`config.mk`:
```
export PLATFORM = sky130hd
export DESIGN_NAME = cart_sram_backup
export DESIGN_NICKNAME = d
export VERILOG_FILES = /design/src/rtl/cart_sram_backup.sv
export SDC_FILE = /design/constraint.sdc
export NUM_CORES = 1
export LEC_CHECK = 0
export CAP_MARGIN = 10
export CORE_MARGIN = 3
export CORE_UTILIZATION = 33
export CTS_CLUSTER_DIAMETER = 80
export DETAILED_ROUTE_END_ITERATION = 10
export PLACE_DENSITY_LB_ADDON = 0.3
export REMOVE_ABC_BUFFERS = 1
export SYNTH_ARGS = -nofsm -noshare
export SYNTH_HDL_FRONTEND = slang
export SYNTH_SLANG_ARGS = --single-unit
```
`constraint.sdc`:
```
create_clock -name clk -period 4 [get_ports clk]
set_input_delay 0.4 -clock clk [delete_from_list [all_inputs] [get_ports clk]]
set_output_delay 0.4 -clock clk [all_outputs]
set_load 0.005 [all_outputs]
```
`src/rtl/cart_sram_backup.sv`:
```
// Battery-backed SRAM persistence engine: streams the 8 KB mapper SRAM to and
// from the SD save image one 512-byte sector at a time through hps_io.
module cart_sram_backup #(
   parameter int SECTORS = 16
) (
   input  logic        clk,
   input  logic        reset,
   input  logic        img_mounted,
   input  logic [63:0] img_size,
   input  logic        save_req,
   input  logic        mapper_sram_we,
   output logic [31:0] sd_lba,
   output logic        sd_rd,
   output logic        sd_wr,
   input  logic        sd_ack,
   input  logic [8:0]  sd_buff_addr,
   input  logic [7:0]  sd_buff_dout,
   output logic [7:0]  sd_buff_din,
   input  logic        sd_buff_wr,
   output logic [12:0] sram_b_addr,
   output logic [7:0]  sram_b_din,
   output logic        sram_b_we,
   input  logic [7:0]  sram_b_dout,
   output logic        busy,
   output logic        dirty
);

   localparam logic [3:0] LAST_MAX = 4'(SECTORS - 1);

   typedef enum logic [2:0] {IDLE, RD_REQ, RD_XFER, WR_REQ, WR_XFER} state_t;

   state_t      state, state_n;
   logic [3:0]  sec, sec_n, last, last_n;
   logic [3:0]  img_last, mount_last;
   logic [54:0] img_sectors;
   logic        load_pend, save_pend, mounted, ack_q;
   logic        load_start, save_start, load_done;
   logic        big_image, ack_fall;

   assign img_sectors = img_size[63:9];
   assign big_image   = (img_size >= 64'd512);
   assign ack_fall    = ack_q & ~sd_ack;

   // Image length in sectors, clamped to the SRAM size, as a last-sector index.
   always_comb begin
      mount_last = LAST_MAX;
      if (img_sectors < 55'(SECTORS))
         mount_last = img_sectors[3:0] - 4'd1;
   end

   always_ff @(posedge clk or posedge reset) begin
      if (reset) begin
         state <= IDLE;
         sec   <= 4'd0;
         last  <= LAST_MAX;
         ack_q <= 1'b0;
      end else begin
         state <= state_n;
         sec   <= sec_n;
         last  <= last_n;
         ack_q <= sd_ack;
      end
   end

   always_comb begin
      state_n    = state;
      sec_n      = sec;
      last_n     = last;
      load_start = 1'b0;
      save_start = 1'b0;
      load_done  = 1'b0;
      case (state)
         IDLE: begin
            if (load_pend) begin
               load_start = 1'b1;
               sec_n      = 4'd0;
               last_n     = img_last;
               state_n    = RD_REQ;
            end else if (save_pend) begin
               save_start = 1'b1;
               sec_n      = 4'd0;
               last_n     = LAST_MAX;
               state_n    = WR_REQ;
            end
         end
         RD_REQ:  if (sd_ack) state_n = RD_XFER;
         WR_REQ:  if (sd_ack) state_n = WR_XFER;
         RD_XFER: begin
            if (ack_fall) begin
               if (sec == last) begin
                  load_done = 1'b1;
                  state_n   = IDLE;
               end else begin
                  sec_n   = sec + 4'd1;
                  state_n = RD_REQ;
               end
            end
         end
         WR_XFER: begin
            if (ack_fall) begin
               if (sec == last) begin
                  state_n = IDLE;
               end else begin
                  sec_n   = sec + 4'd1;
                  state_n = WR_REQ;
               end
            end
         end
         default: state_n = IDLE;
      endcase
   end

   // Pending requests and the dirty flag; a mapper write always wins over a clear.
   always_ff @(posedge clk or posedge reset) begin
      if (reset) begin
         load_pend <= 1'b0;
         save_pend <= 1'b0;
         mounted   <= 1'b0;
         dirty     <= 1'b0;
         img_last  <= LAST_MAX;
      end else begin
         if (load_start)
            load_pend <= 1'b0;
         if (save_start)
            save_pend <= 1'b0;
         if (img_mounted) begin
            mounted <= big_image;
            if (big_image) begin
               load_pend <= 1'b1;
               img_last  <= mount_last;
            end
         end
         if (save_req && dirty && mounted)
            save_pend <= 1'b1;
         if (mapper_sram_we)
            dirty <= 1'b1;
         else if (save_start || load_done || (img_mounted && !big_image))
            dirty <= 1'b0;
      end
   end

   assign sd_lba      = {28'd0, sec};
   assign sd_rd       = (state == RD_REQ);
   assign sd_wr       = (state == WR_REQ);
   assign sram_b_addr = {sec, sd_buff_addr};
   assign sd_buff_din = sram_b_dout;
   assign sram_b_din  = sd_buff_dout;
   assign sram_b_we   = sd_buff_wr & sd_ack & (state == RD_XFER);
   assign busy        = (state != IDLE);

endmodule

```
# Word-level counts from Yosys, hierarchy flattened
# Cells that the tools add are included.
[op_classes] n_addsub=2 mul=0 div_mod_pow=0 n_lt_le_gt_ge=2 n_eq_ne=12 shifts=0 mux=32 bitwise_logic=4 reduce_logical=17
[op_table] cell="$ge 64x10->1 const B" count=1
[op_table] cell="$lt 55x5->1 const B" count=1
[op_table] cell="$mux 4" count=7
[op_table] cell="$mux 3" count=6
[op_table] cell="$mux 1" count=16
[op_table] cell="$pmux 3 s5" count=1
[op_table] cell="$pmux 4 s2" count=1
[op_table] cell="$reduce_bool 2->1" count=4
[op_table] cell="$eq 3x2->1 const B" count=2
[op_table] cell="$ne 2x1->1 const B" count=3
[op_table] cell="$ne 2x2->1 const B" count=3
[op_table] cell="$reduce_and 5->1" count=1
[op_table] cell="$add 4x1->4 const B" count=1
[op_table] cell="$eq 4x4->1" count=1
[op_table] cell="$reduce_and 2->1" count=2
[op_table] cell="$reduce_and 4->1" count=1
[op_table] cell="$sub 4x1->4 const B" count=1
[op_table] cell="$and 1x1->1" count=3
[op_table] cell="$eq 3x1->1 const B" count=1
[op_table] cell="$eq 3x3->1 const B" count=1
[op_table] cell="$logic_and 1x1->1" count=3
[op_table] cell="$logic_not 3->1" count=1
[op_table] cell="$ne 3x3->1 const B" count=1
[op_table] cell="$reduce_bool 3->1" count=1
[op_table] cell="5 further kinds" count=6
[totals] ff_bits=20 latchBits=0 mem_bits_rw=0 rom_bits=0 inputBits=96 output_inout_bits=66 word_cells=78 memories=0

# Longest topological paths before layout
[depth] word_depth=8 depth_mapped=6

# Worst setup path before layout
# No wires, ideal clock.
[synth_path] path_type="input -> register" from="input port img_size[38]" to="register load_pend" setup_time_ns=0.118 t_arrival_ns=1.441 t_required_ns=3.882 path_slack_ns=2.441 stages=5 path_buffers=0 path_cell_list="nor4_1 nand4_1 nor4_2 a21oi_2 a21o_1"
[synth_via] elab_chain_cells=3
[synth_lines] element="start, declared" line_no="9" text="input logic [63:0] img_size,"
[synth_lines] element="$ge 64x10->1" line_no="41" text="assign big_image = (img_size >= 64'd512);"
[synth_lines] element="$mux 1" line_no="128" text="if (big_image) begin"
[synth_lines] element="$mux 1" line_no="126" text="if (img_mounted) begin"
[synth_lines] element="end signal, assigned" line_no="116" text="load_pend <= 1'b0;"
[synth_lines] element="end signal, assigned" line_no="123" text="load_pend <= 1'b0;"
[synth_lines] element="end signal, assigned" line_no="129" text="load_pend <= 1'b1;"
[synth_lines] element="end, declared" line_no="36" text="logic load_pend, save_pend, mounted, ack_q;"
# No other way between the ends.
# A chain may end at the register's enable or synchronous reset.

# Worst setup path in the final report
[layout_path] from="register state[1]" to="output port busy"
[layout_via] elab_chain_cells=1
[layout_lines] element="start, declared" line_no="32" text="state_t state, state_n;"
[layout_lines] element="start signal, assigned" line_no="58" text="state <= state_n;"
[layout_lines] element="$reduce_bool 3->1" line_no="149" text="assign busy = (state != IDLE);"
[layout_lines] element="end, declared" line_no="24" text="output logic busy,"
# No other way between the ends.

==> metrics.txt <==
Pleak 0.8908 nW; Hold WS 0.5035 ns; Die Span X 78.00 um; Cell Count, Final, Fillers Out approximately 300; post-synthesis cell area roughly 0.0017 mm2; I/O pin total 162; hold buffer count at cts 0; root buffer cell clkbuf_8; via density per instance 4.875; initial antenna violation count 0; worst-skew pair later-pin latency about 0.25 ns; dpl ws 1.812 ns; average wire per standard cell 14.47 um; Rows 25; Switch Pwr about 0.34 mW; GP Congestion 0.8040; relative slew slack 50.63%; outcome complete, no violations; initial cell density of the core about a third; Core Region just under 0.005 mm2; cell area power density 422.7 mW/mm2; final period utilization 55.45%; Flop pwr share 34.5%; crit end category output port; clk sinks 20; GRT overflow 0; unrepaired setup endpoints after global routing false; GR Util All Layers between 10% and 20%; final setup margin 1.782 ns; Critical Path Fanout Max 16; Slew Limit Fails 0; slowest cell delay on critical path 0.67 ns; critical path's top delay family flip-flops; via count 1482; Fmax 0.4509 GHz; post-route minimum period ~2.2 ns; Crit Reg-Reg Endpoint sec[1]; WP buf/inv 1; final hold vios 0; Iter 0 DRT Violations 52; CP Launch Type register; setup slack, reg-to-reg ~2.3 ns; yosys warns 0; R2R Path Start state[2]; H-tree depth 1; final WL roughly 4.4 mm; Int Power 0.6183 mW; slowest CP cell dfrtp_1; share of power burned in the clock network 20.8%; final-layout setup total negative slack 0 ns; Post-DP HPWL 3.757 mm; vias in the first global route 1440; sequential area share after synthesis 29.85%; critical path, cell by cell nor2_1 > nand2_1 > clkdlybuf4s50_1; Max VDD drop 0.1828 mV; Residual DRC 0; Final ANT Viol Nets 0; Max-Cap Viols 0; ANT cells 0; layout cell share with drive strength beyond 1 approximately a tenth; setup bufs post-CTS 0; Critical Path End busy; CTS max path bufs 2; # setup viols final 0; Hold/Removal Path Class reg -> reg; final clock skew around 0.00084 ns; worst r2r path cells 5; global-route wire length before repair 6.837 mm; Die Y 78.00 um; clk slew on worst S/H paths ~0.070 ns; CP required roughly 3.6 ns; synth unique cells between 40 and 50; first-pass iteration count of the detailed router 4; die footprint 0.006083 mm2; cell count after synthesis 193; Layout Nets 336; Power Total roughly 0.96 mW; kind of critical path reg -> out; port bufs 74; sw frac 35.35%; WP depth 3; largest net degree at the start of global routing 21; syn avg cell area about 8.9 um2; placed insts 300; number of synthesized register bits 20; crit path launch state[1]; CTS tree built; Area growth, synth to finish 32.26%; Comb pwr share 44.7%; post-CTS sizing 0; Crit path arrival time 1.82 ns; clock buffer count from CTS 3; worst-margin pin slew about 0.74 ns
[worst min-delay path by stage]
stage,startpoint,endpoint,slack [ns],depth (start not counted)
2_1_floorplan,reset,ack_q,0.36,1
3_3_place_gp,mounted,mounted,0.47,1
3_5_place_dp,img_last[2],img_last[2],0.49,1
4_1_cts,img_last[2],img_last[2],0.51,1
5_1_grt,img_last[2],img_last[2],0.51,1
6_report,mounted,mounted,0.50,1
[sequential cells by signal, indices dropped and copies added, names as in the netlist]
register,cells
ack_q,1
save_pend,1
sec,4
last,4
load_pend,1
dirty,1
mounted,1
state,3
img_last,4
[worst register-to-register path, cell delays in order, from the launching register on]
cell	delay, ns
dfrtp_1	0.56
nor3_1	0.37
a211oi_2	0.10
o21ai_2	0.30
nor2_1	0.11
o22a_1	0.20
[logic make-up (layout without fill, tap and decap cells)]
kind of cell | after synthesis | count (layout) | share of synthesized area [%]
adder cells (fa/ha/maj) | 4 | 4 | 2.706
other | 1 | 28 | 0.2192
flip-flops | 20 | 20 | 29.85
buffers and inverters | 68 | 85 | 27.58
XOR/XNOR | 5 | 5 | 2.560
AND/OR/NAND/NOR | 55 | 55 | 19.97
AO/OA/AOI/OAI | 40 | 40 | 17.12
[placed cells by master, fill, tap and decap left out, types with 3 or more instances in the layout]
cell,Yosys,routed
dfstp_2,8,8
nor4_1,11,11
a2bb2oi_1,3,3
a31oi_1,4,4
o22a_1,6,6
clkbuf_8,0,3
and3_1,3,3
nand3_1,5,5
a21o_1,3,3
nor2_1,8,8
o21ai_0,3,3
a21oi_1,5,5
nor4_2,3,3
conb_1,1,28
xnor2_1,5,5
o31ai_1,3,3
nor3_1,6,6
dfrtp_1,12,12
nand2_1,8,8
clkdlybuf4s50_1,0,74
inv_1,5,5
[routing by layer]
metal | routed length [um] | GRT usage [%] | vias up
met3 | 729 | 10.79 | 4
li1 | - | - | 700
met4 | 12 | 1.573 | 2
met1 | 1766 | 17.40 | 660
met5 | 29 | 4.545 | -
met2 | 1862 | 20.12 | 116
[stage by stage]
| step | area, um2 | util (%) |
|---|---|---|
| floorplan | 1366 | - |
| global placement | 2191 | 44.90 |
| detailed placement | 2191 | 44.90 |
| CTS | 2262 | 46.36 |
| global route | 2262 | 46.36 |
| finish | 2262 | 46.36 |
[power by group through the flow]
stage / Combinational [mW] / Clock [mW] / Sequential [mW]
global placement: 0.427 / 0 / 0.333
detailed placement: 0.432 / 0 / 0.332
finish: 0.428 / 0.199 / 0.330
floorplan: 0.234 / 0 / 0.316
global route: 0.477 / 0.215 / 0.342
CTS: 0.435 / 0.205 / 0.329
[layout make-up]
class | instances | area, um2
fillers | 491 | 2618
multi-input cells | 132 | 829.5
repair buffers | 74 | 740.7
flip-flops and latches | 20 | 510.5
well taps | 67 | 83.83
clock buffers | 3 | 41.29
clock inverters | 1 | 30.03
inverters | 7 | 26.28
[cell usage after synthesis, drive strengths merged]
master / n / area share (%)
o22a: 6 / 3.1
nand2b: 2 / 0.73
clkbuf: 2 / 0.44
a22o: 1 / 0.51
dfstp: 8 / 12
o32a: 1 / 0.59
and3: 3 / 1.1
nand4: 3 / 1.8
maj3: 2 / 1.2
nor4: 15 / 7.5
a21o: 3 / 1.3
buf: 59 / 26
nor3: 7 / 2.3
nand2: 8 / 1.8
conb: 1 / 0.22
a31oi: 4 / 1.5
o22ai: 1 / 0.37
a22oi: 1 / 0.44
a2bb2oi: 3 / 1.5
nor2b: 2 / 0.73
a211oi: 2 / 1.2
inv: 7 / 1.5
nor3b: 1 / 0.44
or3: 1 / 0.37
o31ai: 3 / 1.3
nor2: 8 / 1.8
a21oi: 6 / 2.0
dfrtp: 12 / 18
ha: 2 / 1.5
o21a: 2 / 0.88
o21ai: 6 / 2.0
a31o: 1 / 0.51
nand3: 5 / 1.5
xnor2: 5 / 2.6
No activity file was read; power rests on OpenSTA's default activity.
